[config.mk]
export PLATFORM = sky130hd
export DESIGN_NAME = rst_sequencer_flat
export DESIGN_NICKNAME = d
export VERILOG_FILES = /design/src/rtl/rst_seq_pkg.sv /design/src/rtl/rst_sequencer_if.sv /design/src/rtl/bit_sync.sv /design/src/rtl/rst_sequencer.sv /design/src/flat_wrapper.sv
export SDC_FILE = /design/constraint.sdc
export NUM_CORES = 1
export LEC_CHECK = 0
export ABC_AREA = 1
export CORE_MARGIN = 1.5
export CORE_UTILIZATION = 30
export CTS_CLUSTER_DIAMETER = 60
export DETAILED_ROUTE_END_ITERATION = 8
export SETUP_SLACK_MARGIN = 0.3
export SLEW_MARGIN = 20
export SYNTH_ARGS = -nofsm -noshare
export SYNTH_HDL_FRONTEND = slang
export SYNTH_SLANG_ARGS = --single-unit
[constraint.sdc]
create_clock -name clk -period 4 [get_ports clk]
set_input_delay 1.2 -clock clk [delete_from_list [all_inputs] [get_ports clk]]
set_output_delay 1.2 -clock clk [all_outputs]
set_load 0.01 [all_outputs]
[src/rtl/rst_seq_pkg.sv]
// Shared types and width helpers for the reset sequencer.
//   state_t      : 2-bit FSM encoding, also exported on state_o
//   cnt_width()  : counter width for a given maximum count (never below 1 bit)
package rst_seq_pkg;

  typedef enum logic [1:0] {
    StWaitLock = 2'd0,
    StFilter   = 2'd1,
    StRelease  = 2'd2,
    StRun      = 2'd3
  } state_t;

  // Bits needed to hold values 0..max_val-1; at least one bit so vectors stay legal.
  function automatic int unsigned cnt_width(int unsigned max_val);
    if (max_val <= 2) begin
      return 1;
    end
    return $clog2(max_val);
  endfunction

endpackage

[src/rtl/rst_sequencer_if.sv]
// Status/control bundle between clk_gen-side logic, the reset sequencer and its consumers.
//   locked_in   : async lock flag from clk_gen
//   force_rst   : synchronous request holding every stage in reset
//   rst_stage_n : per-stage active-low resets, bit 0 released first
//   all_ready   : every stage released
//   state_o     : sequencer FSM state
//   loss_count  : saturating lock-loss count
// master = the sequencer, slave = whoever drives the inputs and watches the resets.
interface rst_sequencer_if #(
  parameter int unsigned N_STAGES   = 3,
  parameter int unsigned LOSS_CNT_W = 8
);
  logic                  locked_in;
  logic                  force_rst;
  logic [N_STAGES-1:0]   rst_stage_n;
  logic                  all_ready;
  logic [1:0]            state_o;
  logic [LOSS_CNT_W-1:0] loss_count;

  modport master (
    input  locked_in,
    input  force_rst,
    output rst_stage_n,
    output all_ready,
    output state_o,
    output loss_count
  );

  modport slave (
    output locked_in,
    output force_rst,
    input  rst_stage_n,
    input  all_ready,
    input  state_o,
    input  loss_count
  );
endinterface

[src/rtl/bit_sync.sv]
// Flop-chain synchroniser for asynchronous level signals.
//   clk, rst_n : system clock, synchronous active-low clear
//   d_i        : asynchronous input
//   q_o        : d_i delayed through STAGES flops
module bit_sync #(
  parameter int unsigned WIDTH  = 1,
  parameter int unsigned STAGES = 2
) (
  input  logic             clk,
  input  logic             rst_n,
  input  logic [WIDTH-1:0] d_i,
  output logic [WIDTH-1:0] q_o
);

  logic [STAGES-1:0][WIDTH-1:0] sync_d, sync_q;

  always_comb begin
    sync_d = {sync_q[STAGES-2:0], d_i};
  end

  always_ff @(posedge clk) begin
    if (!rst_n) begin
      sync_q <= '0;
    end else begin
      sync_q <= sync_d;
    end
  end

  assign q_o = sync_q[STAGES-1];

endmodule

[src/rtl/rst_sequencer.sv]
// Staged reset sequencer: synchronises and filters clk_gen's lock flag, then releases
// N_STAGES active-low resets in order, STAGE_DELAY cycles apart. Lock loss or force_rst
// drops every stage at once; lock losses seen in RUN are counted (saturating).
//   clk, rst_n : system clock, synchronous active-low reset
//   bus        : master side of rst_sequencer_if (locked_in/force_rst in, resets and status out)
// All outputs come straight from flops.
module rst_sequencer
  import rst_seq_pkg::*;
#(
  parameter int unsigned SYNC_STAGES = 2,
  parameter int unsigned LOCK_FILTER = 1024,
  parameter int unsigned STAGE_DELAY = 256,
  parameter int unsigned N_STAGES    = 3,
  parameter int unsigned LOSS_CNT_W  = 8
) (
  input logic            clk,
  input logic            rst_n,
  rst_sequencer_if.master bus
);

  localparam int unsigned CntMax = (LOCK_FILTER > STAGE_DELAY) ? LOCK_FILTER : STAGE_DELAY;
  localparam int unsigned CntW   = cnt_width(CntMax);
  localparam int unsigned IdxW   = cnt_width(N_STAGES);

  localparam logic [CntW-1:0] FilterLast = CntW'(LOCK_FILTER - 1);
  localparam logic [CntW-1:0] DelayLast  = CntW'(STAGE_DELAY - 1);
  localparam logic [IdxW-1:0] LastIdx    = IdxW'(N_STAGES - 1);

  logic lock_s;

  bit_sync #(
    .WIDTH  (1),
    .STAGES (SYNC_STAGES)
  ) u_lock_sync (
    .clk   (clk),
    .rst_n (rst_n),
    .d_i   (bus.locked_in),
    .q_o   (lock_s)
  );

  state_t                state_d, state_q;
  logic [CntW-1:0]       cnt_d, cnt_q;
  logic [IdxW-1:0]       idx_d, idx_q;
  logic [N_STAGES-1:0]   stage_d, stage_q;
  logic                  ready_d, ready_q;
  logic [LOSS_CNT_W-1:0] loss_d, loss_q;
  logic                  abort;

  assign abort = !lock_s || bus.force_rst;

  always_comb begin
    state_d = state_q;
    cnt_d   = cnt_q;
    idx_d   = idx_q;
    stage_d = stage_q;
    ready_d = ready_q;
    loss_d  = loss_q;

    unique case (state_q)
      StWaitLock: begin
        if (!abort) begin
          state_d = StFilter;
          cnt_d   = '0;
        end
      end

      StFilter: begin
        if (abort) begin
          state_d = StWaitLock;
          cnt_d   = '0;
        end else if (cnt_q == FilterLast) begin
          state_d = StRelease;
          cnt_d   = '0;
          idx_d   = '0;
        end else begin
          cnt_d = cnt_q + 1'b1;
        end
      end

      StRelease: begin
        if (abort) begin
          state_d = StWaitLock;
          cnt_d   = '0;
          idx_d   = '0;
          stage_d = '0;
          ready_d = 1'b0;
        end else if (cnt_q == DelayLast) begin
          cnt_d = '0;
          // Only the indexed bit is set, so stages can only release in order.
          for (int i = 0; i < int'(N_STAGES); i++) begin
            if (idx_q == IdxW'(i)) begin
              stage_d[i] = 1'b1;
            end
          end
          if (idx_q == LastIdx) begin
            state_d = StRun;
            ready_d = 1'b1;
          end else begin
            idx_d = idx_q + 1'b1;
          end
        end else begin
          cnt_d = cnt_q + 1'b1;
        end
      end

      StRun: begin
        if (abort) begin
          state_d = StWaitLock;
          cnt_d   = '0;
          idx_d   = '0;
          stage_d = '0;
          ready_d = 1'b0;
          // Count true lock losses only, even if force_rst coincides.
          if (!lock_s && (loss_q != '1)) begin
            loss_d = loss_q + 1'b1;
          end
        end
      end

      default: begin
        state_d = StWaitLock;
      end
    endcase
  end

  always_ff @(posedge clk) begin
    if (!rst_n) begin
      state_q <= StWaitLock;
      cnt_q   <= '0;
      idx_q   <= '0;
      stage_q <= '0;
      ready_q <= 1'b0;
      loss_q  <= '0;
    end else begin
      state_q <= state_d;
      cnt_q   <= cnt_d;
      idx_q   <= idx_d;
      stage_q <= stage_d;
      ready_q <= ready_d;
      loss_q  <= loss_d;
    end
  end

  assign bus.rst_stage_n = stage_q;
  assign bus.all_ready   = ready_q;
  assign bus.state_o     = state_q;
  assign bus.loss_count  = loss_q;

endmodule
[src/flat_wrapper.sv]
// flat-port wrapper written by rule: the top's interface ports become plain ports
module rst_sequencer_flat import rst_seq_pkg::*;
#(
  parameter int unsigned SYNC_STAGES = 2,
  parameter int unsigned LOCK_FILTER = 1024,
  parameter int unsigned STAGE_DELAY = 256,
  parameter int unsigned N_STAGES    = 3,
  parameter int unsigned LOSS_CNT_W  = 8
)
  (clk, rst_n, bus_locked_in, bus_force_rst, bus_rst_stage_n, bus_all_ready, bus_state_o, bus_loss_count);
  rst_sequencer_if #(.N_STAGES(N_STAGES), .LOSS_CNT_W(LOSS_CNT_W)) bus_i ();
  input logic clk;
  input logic rst_n;
  input wire logic [$bits(bus_i.locked_in)-1:0] bus_locked_in;
  input wire logic [$bits(bus_i.force_rst)-1:0] bus_force_rst;
  output wire logic [$bits(bus_i.rst_stage_n)-1:0] bus_rst_stage_n;
  output wire logic [$bits(bus_i.all_ready)-1:0] bus_all_ready;
  output wire logic [$bits(bus_i.state_o)-1:0] bus_state_o;
  output wire logic [$bits(bus_i.loss_count)-1:0] bus_loss_count;
  assign bus_i.locked_in = bus_locked_in;
  assign bus_i.force_rst = bus_force_rst;
  assign bus_rst_stage_n = bus_i.rst_stage_n;
  assign bus_all_ready = bus_i.all_ready;
  assign bus_state_o = bus_i.state_o;
  assign bus_loss_count = bus_i.loss_count;
  rst_sequencer #(.SYNC_STAGES(SYNC_STAGES), .LOCK_FILTER(LOCK_FILTER), .STAGE_DELAY(STAGE_DELAY), .N_STAGES(N_STAGES), .LOSS_CNT_W(LOSS_CNT_W)) u_core (.clk(clk), .rst_n(rst_n), .bus(bus_i));
endmodule
==> results_dict.tcl, run 1 <==
set metrics [dict create \
    dp_slack_ns 1.24 \
    core_area_um2 5140 \
    finalSetupViolCount 0 \
    synth_fa_ha_area_share_pct 7.75 \
    area_growth_pct 17.5 \
    dpl.hpwl_mm 2.32 \
    antennaDiodeCount 0 \
    yosys.area_share.simple_pct 30.2 \
    tns_ns 0 \
    layout_commonest_cell "nand2_1" \
    first_pass_iters 4 \
    die_area_um2 5830 \
    relSlewSlack_pct 68.9 \
    hold_class "reg -> reg" \
    drt_iter0_drc 93 \
    vias 1340 \
    p_leak_nw 0.722 \
    netlist_top_cells_area "dfxtp_1, nand2_1, inv_1" \
    muxShareOfSynthArea_pct 0 \
    rsz0062_at_grt "false" \
    clk_latency_ns 0.28 \
    worst_pin_slew_ns 0.466 \
    wirelength_mm 3.06 \
    synth-seq-area-share_pct 33.5 \
    clockBufferDepth 2 \
    syn-instance-count 225 \
    crit_required_ns 4.17 \
    synth-compound-area-share_pct 16.0 \
    port_buffers 17 \
    synth_top_area_cell "dfxtp_1" \
    fmax_mhz 405 \
    syn-mean-instance-area_um2 7.17 \
    die_h_um 76.4 \
    ir_worst_vdd_mv 0.184 \
    synth-xor-area-share_pct 1.09 \
    power_density_nw_per_um2 488 \
    drv_slew 0 \
    start_util_pct 31.4 \
    grt_pass1_vias 1280 \
    synth_top_area_share_pct 33.5 \
    ant_nets 0 \
    drc 0 \
    finalClockSkew_ns 0.00587 \
    syn-cell-area_um2 1610 \
    post_cts_buffers 0 \
    synth_top_family_by_area "simple AND/OR/NAND/NOR gates" \
    grtUsageTotal_pct 11.5 \
    final_nets 258 \
    grt_first_pass_wirelength_mm 5.51 \
    cts_max_level 1 \
    most-common-layout-cells "nand2_1, inv_1, dfxtp_1" \
    place_congestion 0.830 \
    worstSetupStartpointType "input pin" \
    finalCritPeriodShare_pct 61.7 \
    utilization_pct 36.9 \
    status "finished clean" \
    grt_start_max_net_pins 15 \
    wire_per_inst_um 9.79 \
    row_count 26 \
    cts_hold_buf 0 \
    numCtsBuffers 3 \
    cts_tree "built" \
    critPathCaptureType "flop" \
    post_cts_resized 0 \
    clock-sinks 27 \
    cts_root_buffer "clkbuf_8" \
    synth_seq_cells 27 \
    drive_gt1_share_pct 13.2 \
    finalWorstSetupSlack_ns 1.53 \
    crit_type "in -> reg" \
    fin_crit_ns 2.47 \
    synth-warning-count 0 \
    io_pins 18 \
    critPathMaxFanout 14 \
    vias_per_cell 4.28 \
    antenna_found_initial 0 \
    clkTransAtPathRegs_ns 0.09 \
    hold_viol_final 0 \
    worstPathArrival_ns 2.64 \
    drv_cap 0 \
    syn_nets 239 \
    synth_cell_type_count 27 \
    die_x_um 76.4 \
    p_total_w 0.000925 \
    overflow 0 \
]
## flip-flops by register name (all words and copies together), names as in the netlist
name and cells:
u_core.cnt_q 10, u_core.bus.loss_count 8, u_core.bus.rst_stage_n 2, u_core.bus.state_o 2, u_core.idx_q 2, u_core.bus.all_ready 1, u_core.u_lock_sync.q_o 1, u_core.u_lock_sync.sync_d 1
## final cells by class
type                       instances  area, um2
sequential                        27        541
timing repair buffer              18        178
multi-input combinational        152        887
tap                               70       87.6
clock buffer                       4       45.0
inverter                          42        159
fill                             574       3240
## critical path, stage by stage
cell             delay [ns]
clkdlybuf4s50_1        0.54
inv_2                  0.05
nand2_2                0.13
nand2_2                0.06
nand2_2                0.25
inv_2                  0.12
nand2_1                0.10
a21oi_1                0.06
o21ai_1                0.07
nor2_1                 0.05
## where the power goes
group	internal, W	switching [W]
clock network	0.0000715	0.0000866
registers	0.000306	0.0000272
logic	0.000167	0.000267
## stage by stage
step | hold WS [ns] | cell area [um2] | instances
after floorplan | 0.390 | 1610 | 225
after global placement | 0.397 | 1850 | 309
after detailed placement | 0.407 | 1850 | 309
after CTS | 0.424 | 1900 | 313
after global routing | 0.435 | 1900 | 313
final | 0.417 | 1900 | 313
## Yosys cell counts, drive strengths merged
library cell / number
nand2: 46
xnor2: 2
ha: 10
dfxtp: 27
clkinv: 1
o211ai: 2
nand3: 17
nor3: 5
buf: 3
inv: 41
nand4: 4
clkbuf: 1
a21oi: 21
o21bai: 2
o21ai: 20
nor2: 23
## cells by family after synthesis
logic type	count (synthesis)
AND/OR/NAND/NOR	95
buffers and inverters	46
AO/OA/AOI/OAI	45
flip-flops	27
adder cells (fa/ha/maj)	10
XOR/XNOR	2
## worst paths after layout
path / start / cells after the start / end / slack, ns
worst min-delay path: u_core.u_lock_sync.sync_d[1] / 2 / u_core.u_lock_sync.q_o / 0.42
worst max-delay path: bus_force_rst / 10 / u_core.cnt_q[2] / 1.53
worst max register to register: u_core.bus.state_o[0] / 11 / u_core.bus.state_o[1] / 2.39
worst min register to register: u_core.u_lock_sync.sync_d[1] / 2 / u_core.u_lock_sync.q_o / 0.42
## metal layers
layer | GRT usage [%] | wire length, um | up-vias
li1 | - | - | 751
met1 | 14.9 | 1630 | 561
met2 | 18.9 | 1280 | 23
met3 | 2.99 | 122 | 5
met4 | 3.33 | 35 | 0
met5 | 0 | 0 | -
Note: power is estimated with default switching activity, not from simulation.
==> run 2, diff against run 1 <==
==> constraint.sdc (replaced) <==
create_clock -name clk -period 2.3 [get_ports clk]
set_input_delay 0.69 -clock clk [delete_from_list [all_inputs] [get_ports clk]]
set_output_delay 0.69 -clock clk [all_outputs]
set_load 0.01 [all_outputs]
==> results_dict.tcl, run 2 (same netlist as run 1, synthesis figures left out) <==
set metrics [dict create \
    status "finished clean" \
    die_h_um 76.4 \
    finalCritPeriodShare_pct 83.8 \
    wirelength_mm 3.08 \
    start_util_pct 31.4 \
    slowest_stage "clkdlybuf4s50_1" \
    rsz0062_at_grt "false" \
    fillers 577 \
    die_area_um2 5830 \
    finalClockSkew_ns 0.00154 \
    critPathCaptureType "primary output" \
    die_x_um 76.4 \
    pwr-share-comb_pct 48.1 \
    crit_required_ns 1.61 \
    critPathBufInv 1 \
    hold_depth 2 \
    overflow 0 \
    drv_slew 0 \
    cts_hold_buf 0 \
    p_total_w 0.00163 \
    fin_crit_ns 1.93 \
    hold_class "reg -> reg" \
    row_count 26 \
    wire_per_inst_um 9.82 \
    ir_worst_vdd_mv 0.531 \
    grt_pass1_vias 1334 \
    grtUsageTotal_pct 11.5 \
    critPathMaxFanout 4 \
    top_register "u_core.cnt_q" \
    cts_root_buffer "clkbuf_8" \
    path_depth 1 \
    antennaDiodeCount 0 \
    crit_chain "clkdlybuf4s50_1" \
    vias_per_cell 4.49 \
    core_area_um2 5140 \
    antenna_found_initial 0 \
    io_pins 18 \
    p_sw_w 0.000674 \
    worstSetupStartpointType "flop" \
    critPathTopFamily "buffers and inverters" \
    drive_gt1_share_pct 15.2 \
    layout_commonest_cell "nand2_1" \
    drc 0 \
    worstPathArrival_ns 1.24 \
    post_cts_buffers 0 \
    cpPeakStageDelay_ns 0.56 \
    p_leak_nw 0.732 \
    power_density_nw_per_um2 850 \
    clkTransAtPathRegs_ns 0.09 \
    largest_register_ffs 10 \
    p_int_w 0.000955 \
    clk_latency_ns 0.27 \
    p_sw_share_pct 41.4 \
    grt_first_pass_wirelength_mm 5.64 \
    post_cts_resized 0 \
    crit_type "reg -> out" \
    tns_ns 0 \
    drt_iter0_drc 72 \
    first_pass_iters 4 \
    dpl.hpwl_mm 2.38 \
    cts_max_level 1 \
    p_seq_share_pct 35.6 \
    worst_pin_slew_ns 0.304 \
    drv_cap 0 \
    hold_viol_final 0 \
    fmax_mhz 519 \
    most-common-layout-cells "nand2_1, inv_1, dfxtp_1" \
    port_buffers 17 \
    cts_tree "built" \
    finalSetupViolCount 0 \
    clockBufferDepth 2 \
    numCtsBuffers 3 \
    grt_start_max_net_pins 16 \
    vias 1409 \
    ant_nets 0 \
    ff2ff_path_depth 11 \
    final_nets 259 \
    power.share.clock_pct 16.3 \
    clock-sinks 27 \
    place_congestion 0.787 \
    relSlewSlack_pct 79.8 \
    area_growth_pct 18.8 \
]
## run 2: cell types whose count changed in the layout (fill, tap and decap cells not counted)
cell / delta
buf_4: +1
clkbuf_1: -1
clkinv_2: +1
dfxtp_1: -3
dfxtp_2: +3
inv_2: -1
inv_4: +1
nand2_2: -1
nand2_4: +1
## run 2: metrics by stage
| stage | std cells | setup WS [ns] | util [%] | hold WS, ns | area [um2] |
|---|---|---|---|---|---|
| finish | 314 | 0.372 | 37.3 | 0.422 | 1920 |
| global route | 314 | 0.304 | 37.3 | 0.465 | 1920 |
| global placement | 310 | 0.0739 | 36.2 | 0.397 | 1860 |
| CTS | 314 | 0.338 | 37.1 | 0.427 | 1910 |
| floorplan | 225 | 0.790 | - | 0.390 | 1610 |
| detailed placement | 310 | 0.0442 | 36.2 | 0.406 | 1860 |
## run 2: power by group through the flow
stage / registers (W) / clock network (W) / logic, W
5_1_grt: 0.000596 / 0.000304 / 0.000882
6_report: 0.000580 / 0.000265 / 0.000783
3_3_place_gp: 0.000589 / 0 / 0.000760
4_1_cts: 0.000582 / 0.000283 / 0.000768
3_5_place_dp: 0.000592 / 0 / 0.000765
2_1_floorplan: 0.000607 / 0 / 0.000554
## run 2: final timing paths
path                                                    from                      to  slack [ns]
worst min register to register  u_core.u_lock_sync.sync_d[1]  u_core.u_lock_sync.q_o        0.42
worst max-delay path                u_core.bus.loss_count[6]       bus_loss_count[6]        0.37
worst min-delay path            u_core.u_lock_sync.sync_d[1]  u_core.u_lock_sync.q_o        0.42
worst max register to register         u_core.bus.state_o[0]   u_core.bus.state_o[1]        0.71
## run 2: layer usage
metal | wire [um] | vias up | global-route usage (%)
li1 | - | 755 | -
met1 | 1570 | 626 | 15.1
met2 | 1360 | 26 | 19.6
met3 | 137 | 2 | 2.87
met4 | 14 | 0 | 1.67
met5 | 0 | - | 0
## run 2: cell type report
| class | instances | area (um2) | area share [%] |
|---|---|---|---|
| multi-input combinational | 152 | 892 | 46.5 |
| inverter | 42 | 161 | 8.42 |
| tap | 70 | 87.6 | 4.57 |
| sequential | 27 | 544 | 28.4 |
| clock inverter | 1 | 5.00 | 0.261 |
| clock buffer | 3 | 41.3 | 2.15 |
| timing repair buffer | 19 | 185 | 9.66 |
